<file path="src/rtl/player_pkg.sv">
// Shared colour codes, colour index encoding and FSM state encodings for the player lane controller.
package player_pkg;

    localparam int unsigned DARK    = 31;
    localparam int unsigned COLOR_R = 10;
    localparam int unsigned COLOR_G = 11;
    localparam int unsigned COLOR_B = 12;

    localparam logic [7:0] LFSR_SEED = 8'h01;
    localparam logic [7:0] LFSR_TAPS = 8'hB8;

    typedef enum logic [1:0] {
        COL_R = 2'd0,
        COL_G = 2'd1,
        COL_B = 2'd2
    } color_e;

    typedef enum logic [1:0] {
        MV_IDLE   = 2'd0,
        MV_DELAY  = 2'd1,
        MV_REPEAT = 2'd2
    } mv_state_e;

    typedef enum logic [1:0] {
        F_READY = 2'd0,
        F_PEND  = 2'd1,
        F_COOL  = 2'd2
    } fire_state_e;

    function automatic int unsigned color_code(input color_e c);
        case (c)
            COL_G:   return COLOR_G;
            COL_B:   return COLOR_B;
            default: return COLOR_R;
        endcase
    endfunction

endpackage

</file>
<file path="src/rtl/player_lane_ctrl_lfsr8.sv">
// 8-bit right-shifting Galois LFSR, free-running every clock.
module lfsr8
    import player_pkg::*;
(
    input  logic       clk,
    input  logic       rst,
    output logic [7:0] out
);

    logic [7:0] r_lfsr;

    always_ff @(posedge clk) begin
        if (rst) begin
            r_lfsr <= LFSR_SEED;
        end else begin
            r_lfsr <= {1'b0, r_lfsr[7:1]} ^ (r_lfsr[0] ? LFSR_TAPS : 8'h00);
        end
    end

    assign out = r_lfsr;

endmodule

</file>
<file path="src/rtl/player_lane_ctrl.sv">
// Player lane controller: joystick-driven lane position with auto-repeat, fire/shot handshake
// with cooldown, and a registered per-lane colour row.
module player_lane_ctrl
    import player_pkg::*;
#(
    parameter int COLS           = 8,
    parameter int CW             = 5,
    parameter int WRAP           = 0,
    parameter int REPEAT_TICKS   = 4,
    parameter int FIRST_DELAY    = 8,
    parameter int COOLDOWN_TICKS = 3
)(
    input  logic                     clk,
    input  logic                     rst,
    input  logic                     en,
    input  logic                     tick,
    input  logic [3:0]               jstk_pos,
    input  logic                     shot_ready,
    output logic [COLS*CW-1:0]       player_row,
    output logic [$clog2(COLS)-1:0]  player_pos,
    output logic                     shot_valid,
    output logic [$clog2(COLS)-1:0]  shot_col,
    output logic [1:0]               shot_color,
    output logic [COLS-1:0]          pos_onehot
);

    localparam int PW     = $clog2(COLS);
    localparam int MV_MAX = (FIRST_DELAY > REPEAT_TICKS) ? FIRST_DELAY : REPEAT_TICKS;
    localparam int MVW    = $clog2(MV_MAX + 2);
    localparam int CDW    = $clog2(COOLDOWN_TICKS + 2);

    logic [7:0]         w_lfsr;
    color_e             w_lfsr_color;
    logic [1:0]         w_dir;
    logic               w_dir_valid;
    logic [PW-1:0]      w_pos_moved;
    logic               w_fire_edge;
    logic [CW-1:0]      w_code;
    logic [COLS*CW-1:0] w_row;
    logic [6:0]         w_unused;

    mv_state_e          r_mv_state;
    logic [MVW-1:0]     r_mv_cnt;
    logic [1:0]         r_dir;
    logic [PW-1:0]      r_pos;

    fire_state_e        r_f_state;
    logic [CDW-1:0]     r_cd_cnt;
    logic               r_fire_q;
    logic               r_shot_valid;
    logic [PW-1:0]      r_shot_col;
    color_e             r_shot_color;
    color_e             r_loaded;
    logic [COLS*CW-1:0] r_row;

    lfsr8 u_lfsr (
        .clk (clk),
        .rst (rst),
        .out (w_lfsr)
    );

    assign w_unused     = {w_lfsr[7:2], jstk_pos[1]};
    assign w_lfsr_color = (w_lfsr[1:0] == 2'd3) ? COL_R : color_e'(w_lfsr[1:0]);

    // w_dir[0] = left (+1), w_dir[1] = right (-1); both or neither means no direction
    assign w_dir       = jstk_pos[3:2];
    assign w_dir_valid = w_dir[0] ^ w_dir[1];
    assign w_fire_edge = jstk_pos[0] & ~r_fire_q;

    always_comb begin
        w_pos_moved = r_pos;
        if (w_dir == 2'b01) begin
            if (r_pos == PW'(COLS - 1)) begin
                w_pos_moved = (WRAP != 0) ? '0 : r_pos;
            end else begin
                w_pos_moved = r_pos + 1'b1;
            end
        end else if (w_dir == 2'b10) begin
            if (r_pos == '0) begin
                w_pos_moved = (WRAP != 0) ? PW'(COLS - 1) : r_pos;
            end else begin
                w_pos_moved = r_pos - 1'b1;
            end
        end
    end

    // Any change of the held direction (including release) drops back to idle without moving
    always_ff @(posedge clk) begin
        if (rst) begin
            r_mv_state <= MV_IDLE;
            r_mv_cnt   <= '0;
            r_dir      <= '0;
            r_pos      <= PW'(1);
        end else if (en) begin
            case (r_mv_state)
                MV_IDLE: begin
                    if (tick && w_dir_valid) begin
                        r_pos      <= w_pos_moved;
                        r_dir      <= w_dir;
                        r_mv_cnt   <= MVW'(FIRST_DELAY);
                        r_mv_state <= MV_DELAY;
                    end
                end
                MV_DELAY, MV_REPEAT: begin
                    if (w_dir != r_dir) begin
                        r_mv_cnt   <= '0;
                        r_mv_state <= MV_IDLE;
                    end else if (tick) begin
                        if (r_mv_cnt <= MVW'(1)) begin
                            r_pos      <= w_pos_moved;
                            r_mv_cnt   <= MVW'(REPEAT_TICKS);
                            r_mv_state <= MV_REPEAT;
                        end else begin
                            r_mv_cnt <= r_mv_cnt - 1'b1;
                        end
                    end
                end
                default: begin
                    r_mv_cnt   <= '0;
                    r_mv_state <= MV_IDLE;
                end
            endcase
        end
    end

    // The consumer handshake completes even while disabled; everything else waits for en
    always_ff @(posedge clk) begin
        if (rst) begin
            r_f_state    <= F_READY;
            r_cd_cnt     <= '0;
            r_fire_q     <= 1'b0;
            r_shot_valid <= 1'b0;
            r_shot_col   <= '0;
            r_shot_color <= COL_R;
            r_loaded     <= COL_R;
        end else begin
            if (en) begin
                r_fire_q <= jstk_pos[0];
            end
            case (r_f_state)
                F_READY: begin
                    if (en && w_fire_edge) begin
                        r_shot_col   <= r_pos;
                        r_shot_color <= r_loaded;
                        r_shot_valid <= 1'b1;
                        r_f_state    <= F_PEND;
                    end
                end
                F_PEND: begin
                    if (shot_ready) begin
                        r_shot_valid <= 1'b0;
                        r_cd_cnt     <= CDW'(COOLDOWN_TICKS);
                        r_f_state    <= F_COOL;
                    end
                end
                F_COOL: begin
                    if (en && tick) begin
                        if (r_cd_cnt <= CDW'(1)) begin
                            r_cd_cnt  <= '0;
                            r_loaded  <= w_lfsr_color;
                            r_f_state <= F_READY;
                        end else begin
                            r_cd_cnt <= r_cd_cnt - 1'b1;
                        end
                    end
                end
                default: begin
                    r_shot_valid <= 1'b0;
                    r_f_state    <= F_READY;
                end
            endcase
        end
    end

    assign w_code = CW'(color_code(r_loaded));

    always_comb begin
        w_row = '0;
        for (int unsigned i = 0; i < COLS; i++) begin
            w_row[i*CW +: CW] = (r_pos == PW'(i)) ? w_code : CW'(DARK);
        end
    end

    always_ff @(posedge clk) begin
        if (rst) begin
            for (int unsigned i = 0; i < COLS; i++) begin
                r_row[i*CW +: CW] <= (i == 1) ? CW'(COLOR_R) : CW'(DARK);
            end
        end else if (en) begin
            r_row <= w_row;
        end
    end

    always_comb begin
        pos_onehot        = '0;
        pos_onehot[r_pos] = 1'b1;
    end

    assign player_row = r_row;
    assign player_pos = r_pos;
    assign shot_valid = r_shot_valid;
    assign shot_col   = r_shot_col;
    assign shot_color = r_shot_color;

endmodule
</file>
<file path="config.mk">
export PLATFORM = sky130hd
export DESIGN_NAME = player_lane_ctrl
export DESIGN_NICKNAME = d
export VERILOG_FILES = /design/src/rtl/player_pkg.sv /design/src/rtl/player_lane_ctrl_lfsr8.sv /design/src/rtl/player_lane_ctrl.sv
export SDC_FILE = /design/constraint.sdc
export NUM_CORES = 1
export LEC_CHECK = 0
export ABC_CLOCK_PERIOD_IN_PS = 2000
export CELL_PAD_IN_SITES_DETAIL_PLACEMENT = 1
export CELL_PAD_IN_SITES_GLOBAL_PLACEMENT = 1
export CORE_MARGIN = 2
export CORE_UTILIZATION = 40
export CTS_CLUSTER_SIZE = 14
export DETAILED_ROUTE_END_ITERATION = 12
export DONT_BUFFER_PORTS = 1
export GPL_ROUTABILITY_DRIVEN = 0
export GPL_TIMING_DRIVEN = 0
export PLACE_DENSITY_LB_ADDON = 0.1
export SLEW_MARGIN = 10
export SYNTH_ARGS = -nofsm -noshare
export SYNTH_HDL_FRONTEND = slang
export SYNTH_SLANG_ARGS = --single-unit
</file>
<file path="constraint.sdc">
create_clock -name clk -period 2 [get_ports clk]
set_input_delay 0.6 -clock clk [delete_from_list [all_inputs] [get_ports clk]]
set_output_delay 0.6 -clock clk [all_outputs]
set_load 0.01 [all_outputs]
</file>
==> impl_results.md <==
* Status: complete, but fails checks
* Failing checks: setup timing
* Clock root buffer: clkbuf_8
* Cts bufs inserted at 9
* M1 WL at 3.62 mm
* Crit path required time at 1.40 ns
* Drt initial violations at 107
* Highest routed layer: met4
* Max rail drop VDD at 0.357 mV
* Via Count at 2463
* Routed WL at 7.77 mm
* I/O Buffers at 0
* Warnings from Yosys at 0
* Final Critical Period at 2.02 ns
* Post-DRT Antenna Nets at 0
* Post-synth ARST share at 0%
* Global Route Usage Sum at 19.8%
* I/O pin count at 66
* First-pass GRT wire length at 12.0 mm
* Count of cell types in the netlist at 43
* Max Cap Violations at 0
* Largest net degree at the start of global routing at 13
* Avg Vias per Cell at 5.20
* Drc violations at 0
* Post-DP HPWL at 5.28 mm
* Hold path endpoint: r_dir[0]
* Inst Count DP at 445
* RSZ-0062 raised after global routing: yes
* Worst rel slew slack at 62.2%
* Hold Startpoint: jstk_pos[2]
* Worst-Skew Late Latency at 0.34 ns
* DIE WIDTH at 89.1 um
* Commonest non-fill, non-tap cell in the layout: dfxtp_1
* Layout Skew at 0.00845 ns
* FMAX at 496 MHz
* Most frequent cells in the layout: 62 x dfxtp_1, 38 x nand2_1, 27 x o21ai_1
* Clock transition at path regs at 0.08 ns
* Final setup TNS at -0.0322 ns
* CTS HTree Levels at 3
* Crit path kind: flop to primary output
* Die Height at 89.1 um
* Ant diodes at 0
* Mean post-synth cell area at 8.55 um2
* Rows at 31
* DP Area at 3070 um2
* Cell count after synthesis at 339
* Crit end category: primary output
* TritonRoute pass-1 iters at 4
* Hold path depth at 2
* Endpoints failing setup at 2
* R2R setup slack at 0.04 ns
* Sequential area share after synthesis at 44.9%
* Grt total ovfl at 0
* CTS hold repair buffers at 0
* CTS tree: built
* Startpoint types: flop
* Non-filler cells, final at 474
* Post-synth EDFFs at 0
* NumNets Final at 393
* Least-Margin Pin Slew at 0.563 ns
* Slew Limit Fails at 0
* Mapped cell area at 2900 um2
* WL met2 at 3.62 mm
* Hold crit path type: primary input to flop
* Vias in the first global route at 2375
* WL/cell at 16.4 um
* Reg2reg path depth at 7
* Met3 Wirelength at 422 um
* Initial antenna violation count at 0
* Smallest hold slack at 0.410 ns
* Clk sinks at 65
* CP Data Arrival Time at 1.42 ns
* Final Cell Area at 3500 um2
* Endpoints failing hold at 0
* Worst reg2reg endpoint: player_pos[2]
* Leak pwr at 1.30 nW
* Layout cells sized above 1 at 18.4%
* Initial core utilization at 40.6%
* R2R Path Start: player_pos[0]
* Seq cells post-synth at 65
* Clock buffer depth at 2
* Area growth from synthesis to layout at 20.8%
* Post-synth top flop: dfxtp_1
* Fin worst setup slack at -0.0178 ns
* CP max FO at 7
* CORE AREA at 7140 um2
* Tcrit/Tclk final at 101%
* PD cells at 853 nW/um2
* Die area at 7940 um2
* Post-layout util at 49.0%
report_power, final:
part	switching, mW	leakage, nW	internal [mW]
clock	0.541	0.109	0.701
sequential	0.0458	0.530	1.34
combinational	0.213	0.659	0.150
state kept, by name, indices dropped and copies added (netlist names):
name / flops
player_row: 32
u_lfsr.out: 8
r_mv_cnt: 4
player_pos: 3
r_cd_cnt: 3
shot_col: 3
r_dir: 2
r_f_state: 2
r_loaded: 2
r_mv_state: 2
shot_color: 2
r_fire_q: 1
shot_valid: 1
timing repair:
item / CTS / global route
buffers inserted: 7 / 6
cloned: 0 / 0
endpoints found under the setup margin: 11 / 11
pin swaps: 0 / 4
endpoints found under the hold margin: 0 / 0
gates resized for setup: 20 / 12
layer usage:
layer	vias up	track usage, %
li1	1219	-
met1	1182	26.0
met2	54	31.1
met3	8	6.74
met4	0	5.70
met5	-	0
how the worst max path moves through the flow:
stage / from / endpoint / slack, ns / cells after the start
2_1_floorplan: jstk_pos[3] / r_mv_cnt[0] / 0.03 / 7
3_3_place_gp: player_pos[0] / player_pos[2] / -0.27 / 7
3_5_place_dp: player_pos[0] / player_pos[2] / -0.32 / 7
4_1_cts: player_pos[2] / pos_onehot[2] / -0.03 / 3
5_1_grt: player_pos[0] / pos_onehot[1] / -0.07 / 3
6_report: player_pos[0] / pos_onehot[1] / -0.02 / 3
final cells by class:
class                           count  area [um2]
Timing Repair Buffer               13         100
Sequential cell                    65        1310
Clock inverter                      7        95.1
Multi-Input combinational cell    239        1540
Inverter                           15        63.8
Fill cell                         894        3640
Tap cell                           99         124
Clock buffer                        9         124
Buffer                             27         141
per-stage QoR:
step	total power, mW	setup slack, ns
global route	3.13	-0.0743
floorplan	1.65	0.0323
finish	2.99	-0.0178
CTS	2.98	-0.0290
detailed placement	1.72	-0.320
global placement	1.71	-0.275
synthesized netlist by cell type, drive strengths merged (2+ instances only):
master | count | share of area (%)
dfxtp | 65 | 45
a311oi | 2 | 0.60
clkbuf | 14 | 1.8
o31ai | 2 | 0.86
ha | 14 | 6.0
nor2b | 11 | 2.4
a211oi | 2 | 0.52
buf | 13 | 2.8
inv | 15 | 1.9
xnor2 | 7 | 2.1
o22ai | 6 | 1.3
nand2b | 6 | 1.4
nor2 | 26 | 3.4
a21oi | 12 | 2.1
nor3 | 15 | 2.6
o21ai | 33 | 5.8
nand4 | 11 | 2.4
mux2i | 7 | 2.4
nand3 | 21 | 3.6
nand2 | 38 | 4.9
nand3b | 3 | 0.78
critical path, stage by stage (launching register included):
cell	delay, ns
dfxtp_4	0.45
clkinvlp_4	0.23
buf_6	0.19
nor3_4	0.21
cell families after synthesis:
logic type	share of synthesized area (%)
and+or+nand+nor	23.6
AOI/OAI and AO/OA	14.2
DFF	44.9
buffers and inverters	6.56
adders and majority gates	6.04
xor gates and xnor gates	2.12
muxes	2.42
other	0.129
Power figures use the tool's default switching activity.
